File: src/rtl/ex_stage_pkg.sv
// Shared types for the execute stage: opcodes, FSM states and the EX/MEM register layout.
package ex_stage_pkg;

  typedef enum logic [5:0] {
    OP_ADD  = 6'd0,  OP_ADDI = 6'd1,
    OP_SUB  = 6'd2,  OP_SUBI = 6'd3,
    OP_MUL  = 6'd4,  OP_MULI = 6'd5,
    OP_OR   = 6'd6,  OP_ORI  = 6'd7,
    OP_AND  = 6'd8,  OP_ANDI = 6'd9,
    OP_XOR  = 6'd10, OP_XORI = 6'd11,
    OP_LDW  = 6'd12, OP_STW  = 6'd13,
    OP_BZ   = 6'd14, OP_BEQ  = 6'd15,
    OP_JR   = 6'd16, OP_HALT = 6'd17
  } opcode_t;

  typedef enum logic [1:0] {IDLE, MUL, HALTED} ex_state_t;

  typedef struct packed {
    logic [31:0] alu_result;
    logic [31:0] store_data;
    logic [4:0]  rd_add;
    logic        reg_write;
    logic        mem_read;
    logic        mem_write;
    logic        mem_to_reg;
    logic        branch_taken;
    logic [31:0] branch_target;
    logic        halt;
  } ex_mem_t;

  function automatic logic is_mul(input logic [5:0] op);
    return (op == OP_MUL) || (op == OP_MULI);
  endfunction

endpackage

File: src/rtl/ex_stage_if.sv
// Decode-to-execute inputs and execute-to-memory/fetch outputs as one bundle.
interface ex_stage_if;
  logic [5:0]  opcode_f_id;
  logic [31:0] rs_reg_value_f_id;
  logic [31:0] rt_reg_value_f_id;
  logic [4:0]  rd_add_value_f_id;
  logic [31:0] i_data_f_id;
  logic [31:0] pc_in_f_id;
  logic [31:0] pc4_in_f_id;
  logic        branch_f_id;
  logic        mem_read_f_id;
  logic        mem_to_reg_f_id;
  logic        mem_write_f_id;
  logic        stall_2_id;
  logic [31:0] alu_result_2_mem;
  logic [31:0] store_data_2_mem;
  logic [4:0]  rd_add_2_mem;
  logic        reg_write_2_mem;
  logic        mem_read_2_mem;
  logic        mem_write_2_mem;
  logic        mem_to_reg_2_mem;
  logic        branch_taken_2_if;
  logic [31:0] branch_target_2_if;
  logic        halt_2_mem;

  modport master (
    output opcode_f_id, rs_reg_value_f_id, rt_reg_value_f_id, rd_add_value_f_id,
           i_data_f_id, pc_in_f_id, pc4_in_f_id, branch_f_id, mem_read_f_id,
           mem_to_reg_f_id, mem_write_f_id,
    input  stall_2_id, alu_result_2_mem, store_data_2_mem, rd_add_2_mem,
           reg_write_2_mem, mem_read_2_mem, mem_write_2_mem, mem_to_reg_2_mem,
           branch_taken_2_if, branch_target_2_if, halt_2_mem
  );

  modport slave (
    input  opcode_f_id, rs_reg_value_f_id, rt_reg_value_f_id, rd_add_value_f_id,
           i_data_f_id, pc_in_f_id, pc4_in_f_id, branch_f_id, mem_read_f_id,
           mem_to_reg_f_id, mem_write_f_id,
    output stall_2_id, alu_result_2_mem, store_data_2_mem, rd_add_2_mem,
           reg_write_2_mem, mem_read_2_mem, mem_write_2_mem, mem_to_reg_2_mem,
           branch_taken_2_if, branch_target_2_if, halt_2_mem
  );
endinterface

File: src/rtl/ex_stage_mul.sv
// Multi-cycle multiplier: latches operands and destination on start, counts down MUL_LAT-1.
// done pulses in the cnt==0 cycle; product is the low 32 bits of the latched operands.
module ex_mul #(
  parameter int MUL_LAT = 3
) (
  input  logic        clk,
  input  logic        reset,
  input  logic        start,
  input  logic        active,
  input  logic [31:0] a,
  input  logic [31:0] b,
  input  logic [4:0]  rd_in,
  output logic        cnt_zero,
  output logic        done,
  output logic [31:0] product,
  output logic [4:0]  rd_out
);

  logic [31:0] a_q, b_q;
  logic [4:0]  rd_q;
  logic [3:0]  cnt;

  always_ff @(posedge clk or posedge reset) begin
    if (reset) begin
      a_q  <= '0;
      b_q  <= '0;
      rd_q <= '0;
      cnt  <= '0;
    end else if (start) begin
      a_q  <= a;
      b_q  <= b;
      rd_q <= rd_in;
      cnt  <= 4'(MUL_LAT - 1);
    end else if (active && cnt != 4'd0) begin
      cnt <= cnt - 4'd1;
    end
  end

  assign cnt_zero = (cnt == 4'd0);
  assign done     = active && cnt_zero;
  assign product  = a_q * b_q;
  assign rd_out   = rd_q;

endmodule

File: src/rtl/ex_stage.sv
// Execute stage: ALU, branch resolution and multi-cycle multiply into the EX/MEM register.
// Single-cycle for non-multiply ops; stall_2_id holds decode while a multiply is busy.
module ex_stage #(
  parameter int MUL_LAT = 3
) (
  input logic     clk,
  input logic     reset,
  ex_stage_if.slave bus
);
  import ex_stage_pkg::*;

  ex_state_t   state_q, state_d;
  ex_mem_t     ex_mem_q, ex_mem_d;
  opcode_t     op;
  logic [31:0] op2, alu_val, target;
  logic        take, stall, mul_start;
  logic        mul_cnt_zero, mul_done;
  logic [31:0] mul_product;
  logic [4:0]  mul_rd;
  logic        unused_ok;

  assign op        = opcode_t'(bus.opcode_f_id);
  assign unused_ok = ^{bus.pc_in_f_id, bus.branch_f_id, mul_cnt_zero};

  ex_mul #(.MUL_LAT(MUL_LAT)) u_mul (
    .clk      (clk),
    .reset    (reset),
    .start    (mul_start),
    .active   (state_q == MUL),
    .a        (bus.rs_reg_value_f_id),
    .b        (op2),
    .rd_in    (bus.rd_add_value_f_id),
    .cnt_zero (mul_cnt_zero),
    .done     (mul_done),
    .product  (mul_product),
    .rd_out   (mul_rd)
  );

  // Odd ALU opcodes take the immediate as the second operand.
  always_comb begin
    op2     = bus.opcode_f_id[0] ? bus.i_data_f_id : bus.rt_reg_value_f_id;
    alu_val = '0;
    case (op)
      OP_ADD, OP_ADDI: alu_val = bus.rs_reg_value_f_id + op2;
      OP_SUB, OP_SUBI: alu_val = bus.rs_reg_value_f_id - op2;
      OP_OR,  OP_ORI:  alu_val = bus.rs_reg_value_f_id | op2;
      OP_AND, OP_ANDI: alu_val = bus.rs_reg_value_f_id & op2;
      OP_XOR, OP_XORI: alu_val = bus.rs_reg_value_f_id ^ op2;
      OP_LDW, OP_STW:  alu_val = bus.rs_reg_value_f_id + bus.i_data_f_id;
      default:         alu_val = '0;
    endcase
  end

  always_comb begin
    take   = 1'b0;
    target = '0;
    case (op)
      OP_BZ: begin
        take   = (bus.rs_reg_value_f_id == 32'd0);
        target = bus.pc4_in_f_id + (bus.i_data_f_id << 2);
      end
      OP_BEQ: begin
        take   = (bus.rs_reg_value_f_id == bus.rt_reg_value_f_id);
        target = bus.pc4_in_f_id + (bus.i_data_f_id << 2);
      end
      OP_JR: begin
        take   = 1'b1;
        target = bus.rs_reg_value_f_id;
      end
      default: ;
    endcase
    if (!take) target = '0;
  end

  always_comb begin
    state_d   = state_q;
    stall     = 1'b0;
    mul_start = 1'b0;
    ex_mem_d  = '0;
    case (state_q)
      IDLE: begin
        if (is_mul(bus.opcode_f_id)) begin
          stall     = 1'b1;
          mul_start = 1'b1;
          state_d   = MUL;
        end else if (op == OP_HALT) begin
          ex_mem_d.halt = 1'b1;
          state_d       = HALTED;
        end else if (bus.opcode_f_id <= 6'd13) begin
          ex_mem_d.alu_result = alu_val;
          ex_mem_d.rd_add     = bus.rd_add_value_f_id;
          ex_mem_d.reg_write  = (op != OP_STW) && (bus.rd_add_value_f_id != 5'd0);
          ex_mem_d.mem_read   = bus.mem_read_f_id;
          ex_mem_d.mem_write  = bus.mem_write_f_id;
          ex_mem_d.mem_to_reg = bus.mem_to_reg_f_id;
          if (op == OP_STW) ex_mem_d.store_data = bus.rt_reg_value_f_id;
        end else begin
          ex_mem_d.branch_taken  = take;
          ex_mem_d.branch_target = target;
        end
      end
      MUL: begin
        if (mul_done) begin
          ex_mem_d.alu_result = mul_product;
          ex_mem_d.rd_add     = mul_rd;
          ex_mem_d.reg_write  = (mul_rd != 5'd0);
          state_d             = IDLE;
        end else begin
          stall = 1'b1;
        end
      end
      HALTED:  state_d = HALTED;
      default: state_d = IDLE;
    endcase
  end

  always_ff @(posedge clk or posedge reset) begin
    if (reset) begin
      state_q  <= IDLE;
      ex_mem_q <= '0;
    end else begin
      state_q  <= state_d;
      ex_mem_q <= ex_mem_d;
    end
  end

  // Stall is combinational from the inputs, so it must be forced low while in reset.
  assign bus.stall_2_id         = stall && !reset;
  assign bus.alu_result_2_mem   = ex_mem_q.alu_result;
  assign bus.store_data_2_mem   = ex_mem_q.store_data;
  assign bus.rd_add_2_mem       = ex_mem_q.rd_add;
  assign bus.reg_write_2_mem    = ex_mem_q.reg_write;
  assign bus.mem_read_2_mem     = ex_mem_q.mem_read;
  assign bus.mem_write_2_mem    = ex_mem_q.mem_write;
  assign bus.mem_to_reg_2_mem   = ex_mem_q.mem_to_reg;
  assign bus.branch_taken_2_if  = ex_mem_q.branch_taken;
  assign bus.branch_target_2_if = ex_mem_q.branch_target;
  assign bus.halt_2_mem         = ex_mem_q.halt;

endmodule

File: src/flat_wrapper.sv
// flat-port wrapper written by rule: the top's interface ports become plain ports
module ex_stage_flat import ex_stage_pkg::*;
#(
  parameter int MUL_LAT = 3
)
  (clk, reset, bus_opcode_f_id, bus_rs_reg_value_f_id, bus_rt_reg_value_f_id, bus_rd_add_value_f_id, bus_i_data_f_id, bus_pc_in_f_id, bus_pc4_in_f_id, bus_branch_f_id, bus_mem_read_f_id, bus_mem_to_reg_f_id, bus_mem_write_f_id, bus_stall_2_id, bus_alu_result_2_mem, bus_store_data_2_mem, bus_rd_add_2_mem, bus_reg_write_2_mem, bus_mem_read_2_mem, bus_mem_write_2_mem, bus_mem_to_reg_2_mem, bus_branch_taken_2_if, bus_branch_target_2_if, bus_halt_2_mem);
  ex_stage_if bus_i ();
  input logic clk;
  input logic reset;
  input wire logic [$bits(bus_i.opcode_f_id)-1:0] bus_opcode_f_id;
  input wire logic [$bits(bus_i.rs_reg_value_f_id)-1:0] bus_rs_reg_value_f_id;
  input wire logic [$bits(bus_i.rt_reg_value_f_id)-1:0] bus_rt_reg_value_f_id;
  input wire logic [$bits(bus_i.rd_add_value_f_id)-1:0] bus_rd_add_value_f_id;
  input wire logic [$bits(bus_i.i_data_f_id)-1:0] bus_i_data_f_id;
  input wire logic [$bits(bus_i.pc_in_f_id)-1:0] bus_pc_in_f_id;
  input wire logic [$bits(bus_i.pc4_in_f_id)-1:0] bus_pc4_in_f_id;
  input wire logic [$bits(bus_i.branch_f_id)-1:0] bus_branch_f_id;
  input wire logic [$bits(bus_i.mem_read_f_id)-1:0] bus_mem_read_f_id;
  input wire logic [$bits(bus_i.mem_to_reg_f_id)-1:0] bus_mem_to_reg_f_id;
  input wire logic [$bits(bus_i.mem_write_f_id)-1:0] bus_mem_write_f_id;
  output wire logic [$bits(bus_i.stall_2_id)-1:0] bus_stall_2_id;
  output wire logic [$bits(bus_i.alu_result_2_mem)-1:0] bus_alu_result_2_mem;
  output wire logic [$bits(bus_i.store_data_2_mem)-1:0] bus_store_data_2_mem;
  output wire logic [$bits(bus_i.rd_add_2_mem)-1:0] bus_rd_add_2_mem;
  output wire logic [$bits(bus_i.reg_write_2_mem)-1:0] bus_reg_write_2_mem;
  output wire logic [$bits(bus_i.mem_read_2_mem)-1:0] bus_mem_read_2_mem;
  output wire logic [$bits(bus_i.mem_write_2_mem)-1:0] bus_mem_write_2_mem;
  output wire logic [$bits(bus_i.mem_to_reg_2_mem)-1:0] bus_mem_to_reg_2_mem;
  output wire logic [$bits(bus_i.branch_taken_2_if)-1:0] bus_branch_taken_2_if;
  output wire logic [$bits(bus_i.branch_target_2_if)-1:0] bus_branch_target_2_if;
  output wire logic [$bits(bus_i.halt_2_mem)-1:0] bus_halt_2_mem;
  assign bus_i.opcode_f_id = bus_opcode_f_id;
  assign bus_i.rs_reg_value_f_id = bus_rs_reg_value_f_id;
  assign bus_i.rt_reg_value_f_id = bus_rt_reg_value_f_id;
  assign bus_i.rd_add_value_f_id = bus_rd_add_value_f_id;
  assign bus_i.i_data_f_id = bus_i_data_f_id;
  assign bus_i.pc_in_f_id = bus_pc_in_f_id;
  assign bus_i.pc4_in_f_id = bus_pc4_in_f_id;
  assign bus_i.branch_f_id = bus_branch_f_id;
  assign bus_i.mem_read_f_id = bus_mem_read_f_id;
  assign bus_i.mem_to_reg_f_id = bus_mem_to_reg_f_id;
  assign bus_i.mem_write_f_id = bus_mem_write_f_id;
  assign bus_stall_2_id = bus_i.stall_2_id;
  assign bus_alu_result_2_mem = bus_i.alu_result_2_mem;
  assign bus_store_data_2_mem = bus_i.store_data_2_mem;
  assign bus_rd_add_2_mem = bus_i.rd_add_2_mem;
  assign bus_reg_write_2_mem = bus_i.reg_write_2_mem;
  assign bus_mem_read_2_mem = bus_i.mem_read_2_mem;
  assign bus_mem_write_2_mem = bus_i.mem_write_2_mem;
  assign bus_mem_to_reg_2_mem = bus_i.mem_to_reg_2_mem;
  assign bus_branch_taken_2_if = bus_i.branch_taken_2_if;
  assign bus_branch_target_2_if = bus_i.branch_target_2_if;
  assign bus_halt_2_mem = bus_i.halt_2_mem;
  ex_stage #(.MUL_LAT(MUL_LAT)) u_core (.clk(clk), .reset(reset), .bus(bus_i));
endmodule
File: config.mk
export PLATFORM = sky130hd
export DESIGN_NAME = ex_stage_flat
export DESIGN_NICKNAME = d
export VERILOG_FILES = /design/src/rtl/ex_stage_pkg.sv /design/src/rtl/ex_stage_if.sv /design/src/rtl/ex_stage_mul.sv /design/src/rtl/ex_stage.sv /design/src/flat_wrapper.sv
export SDC_FILE = /design/constraint.sdc
export NUM_CORES = 2
export LEC_CHECK = 0
export ABC_AREA = 0
export ABC_CLOCK_PERIOD_IN_PS = 6700
export CORE_ASPECT_RATIO = 1.4
export CORE_MARGIN = 2
export CORE_UTILIZATION = 35
export CTS_BUF_LIST = sky130_fd_sc_hd__clkbuf_4 sky130_fd_sc_hd__clkbuf_8
export DETAILED_ROUTE_END_ITERATION = 6
export MAX_ROUTING_LAYER = met4
export PLACE_DENSITY = 0.64
export SLEW_MARGIN = 10
export SYNTH_ARGS = -nofsm -noshare
export SYNTH_HDL_FRONTEND = slang
export SYNTH_SLANG_ARGS = --single-unit
File: constraint.sdc
create_clock -name clk -period 6.7 [get_ports clk]
set_input_delay 1.005 -clock clk [delete_from_list [all_inputs] [get_ports clk]]
set_output_delay 1.005 -clock clk [all_outputs]
set_load 0.01 [all_outputs]
==> flow_summary.ini <==
[run_status]
status = complete, but fails checks
violations = setup timing

[setup_path]
max_stage_delay_ps = 590
crit_slowest_cell = fa_1
crit_path_start_kind = flop
cp.required_ps = 7130
worstSetupPathType = reg2reg
r2r_setup_slack_ps = -400
path_common_cell = fa_1
critPathMaxFanout = 8
crit_chain = and2_4, fa_1, inv_1, fa_1, fa_1, fa_1, inv_1, fa_1, inv_1, fa_1, inv_2, fa_1, fa_1, ha_4, a21o_1, a21o_1, a2111oi_2, nor3_1, a211o_1, a41o_1, o41ai_2, xnor2_1, o221ai_2
worstPathArrival_ps = 7530
cp-end-kind = flop

[global_route]
track_usage = 0.233
grt_pass1_wl_um = 145000
grt_max_degree = 91
antenna_found_initial = 1
grt_overflow = 0
grt_pass1_vias = 25589

[final_layout]
multi_input_area_um2 = 22000
seq_area_um2 = 4570
most-common-layout-cells = inv_1, fa_1, nand2_1, and2_1, clkdlybuf4s50_1
fill_cells = 7937
drive_gt1_frac = 0.106
syn_to_final_growth_pct = 21.0
final_common_cell = inv_1
final_nets = 4389
finalNonFillerCells = 4628

[routing]
drc = 0
wirelength_um = 92400
firstDrtPassIters = 7
vias_per_cell = 5.11
wl_per_cell_um = 20.0
via_count = 23646
drt_iter0_markers = 1009
antenna_left = 0

[synth]
yosys.area_share.simple = 0.175
syn_inst = 3186
synthFlopType = dfrtp_1
avgSynthCellArea_um2 = 8.94
synthXorXnorAreaFrac = 0.0602
synthMuxAreaShare = 0.0121
synthesis.nets = 4022
synth_top_family_by_area = adder cells
synthDistinctLibCells = 71
ys_warn_count = 0
synth_fa_ha_area_frac = 0.398
yosysTopAreaCellShare = 0.288
synth_largest_area_cell = fa_1
synth-async-reset-ratio = 1.00
synth_edf_count = 0
synth-compound-area-share = 0.112
synth_area_leaders = fa_1, dfrtp_1, ha_1
seq_area_frac_synth = 0.160
ys_seq_elements = 182
synth_area_um2 = 28500

[place]
numPortBuffers = 251
dp_hpwl_um = 79100
placed_cells = 4579
gp_congestion = 0.973
post-place-ws_ps = -631

[clocking]
clockBufferDepth = 2
cts_buffers = 17
clock-sinks = 182
tritoncts = built
clk_latency_ps = 580
path_clk_slew_ps = 110
postCtsHoldBufs = 0
root_buffer = clkbuf_8
htree_levels = 4

[die]
chipHeight_um = 342
initial_core_util = 0.354
dieArea_um2 = 83700
core_area_um2 = 80500
ios = 285
row_count = 123
floorplan.die.width_um = 245

[timing]
report.final.slew_viol_count = 0
rsz0062_at_grt = yes
slew_headroom = 0.260
max_freq_mhz = 141
worst_pin_slew_ps = 1080
fin_setup_tns_ps = -2180
finalCriticalPeriod_ps = 7100
finalSetupViolations = 10
setup_ws_ps = -400
hold_viol_final = 0
period_share = 1.06
worst_clock_skew_ps = 15.7

[run]
drv_cap = 0

[hold_path]
min_path_type = reg2reg
-- critical path: cells and delay by family (launching register included) --
family          cells  cell delay, ps
fa+ha+maj           9            4270
simple gates        2             240
flops               1             490
buf+inv             4             190
compound gates      7            1590
xor+xnor            1             180
-- through the flow --
stage	utilization	hold slack [ps]	instance area, um^2
after floorplan	-	450	28500
after global placement	0.418	480	33600
after detailed placement	0.418	483	33600
after CTS	0.426	507	34300
after global routing	0.428	532	34500
final	0.428	505	34500
-- logic make-up after synthesis --
logic type,count (synthesis)
compound gates,503
xor+xnor,195
fa+ha+maj,659
buf+inv,622
flops,182
mux,33
simple gates,992
-- per-layer routing --
metal | track usage | up-vias | part of all wire
li1 | - | 10942 | -
met1 | 0.255 | 11909 | 0.39
met2 | 0.417 | 617 | 0.52
met3 | 0.0296 | 178 | 0.042
met4 | 0.111 | 0 | 0.049
met5 | - | - | 0
-- registers in the layout (all words and copies together), names as in the netlist --
| name | count |
|---|---|
| u_core.bus.alu_result_2_mem | 32 |
| u_core.bus.branch_taken_2_if | 1 |
| u_core.bus.branch_target_2_if | 32 |
| u_core.bus.halt_2_mem | 1 |
| u_core.bus.mem_read_2_mem | 1 |
| u_core.bus.mem_to_reg_2_mem | 1 |
| u_core.bus.mem_write_2_mem | 1 |
| u_core.bus.rd_add_2_mem | 5 |
| u_core.bus.reg_write_2_mem | 1 |
| u_core.bus.store_data_2_mem | 32 |
| u_core.state_q | 2 |
| u_core.u_mul.a_q | 32 |
| u_core.u_mul.b_q | 32 |
| u_core.u_mul.cnt | 4 |
| u_core.u_mul.rd_out | 5 |
-- final cells by class --
cell class                 count  share of cell area
antenna                        1           0.0000726
clock buffer                  19             0.00741
clock inverter                12             0.00417
inverter                     468              0.0512
multi-input combinational   2382               0.637
sequential                   182               0.133
tap                         1062              0.0386
timing repair buffer         502               0.129
-- path summary, 6_finish.rpt --
path                                                endpoint                start  depth (start not counted)
min                                        u_core.state_q[1]    u_core.state_q[0]                          1
max reg2reg                  u_core.bus.alu_result_2_mem[31]  u_core.u_mul.b_q[2]                         23
min reg2reg                                u_core.state_q[1]    u_core.state_q[0]                          1
min in group asynchronous                u_core.u_mul.cnt[0]                reset                          2
max in group asynchronous  u_core.bus.branch_target_2_if[26]                reset                          3
max                          u_core.bus.alu_result_2_mem[31]  u_core.u_mul.b_q[2]                         23
-- what timing repair did --
item / in CTS / in global routing
cloned: 0 / 0
gates resized for setup: 53 / 22
pin swaps: 21 / 11
buffers inserted: 10 / 8
setup endpoints to repair: 15 / 16
-- Yosys cell counts, drive strengths merged, types with 21 or more instances --
library cell / count
a21oi: 102
fa: 410
a22oi: 54
ha: 249
mux2i: 24
o21ai: 163
and2: 347
inv: 468
nor2: 80
nor4: 21
nand3: 27
clkbuf: 146
o221ai: 34
xnor2: 130
xor2: 65
nand2: 396
dfrtp: 182
nor3: 35
a21o: 28
Power is not shown: default switching activity piles up to over one toggle a cycle in this logic, so the estimate is an artifact.
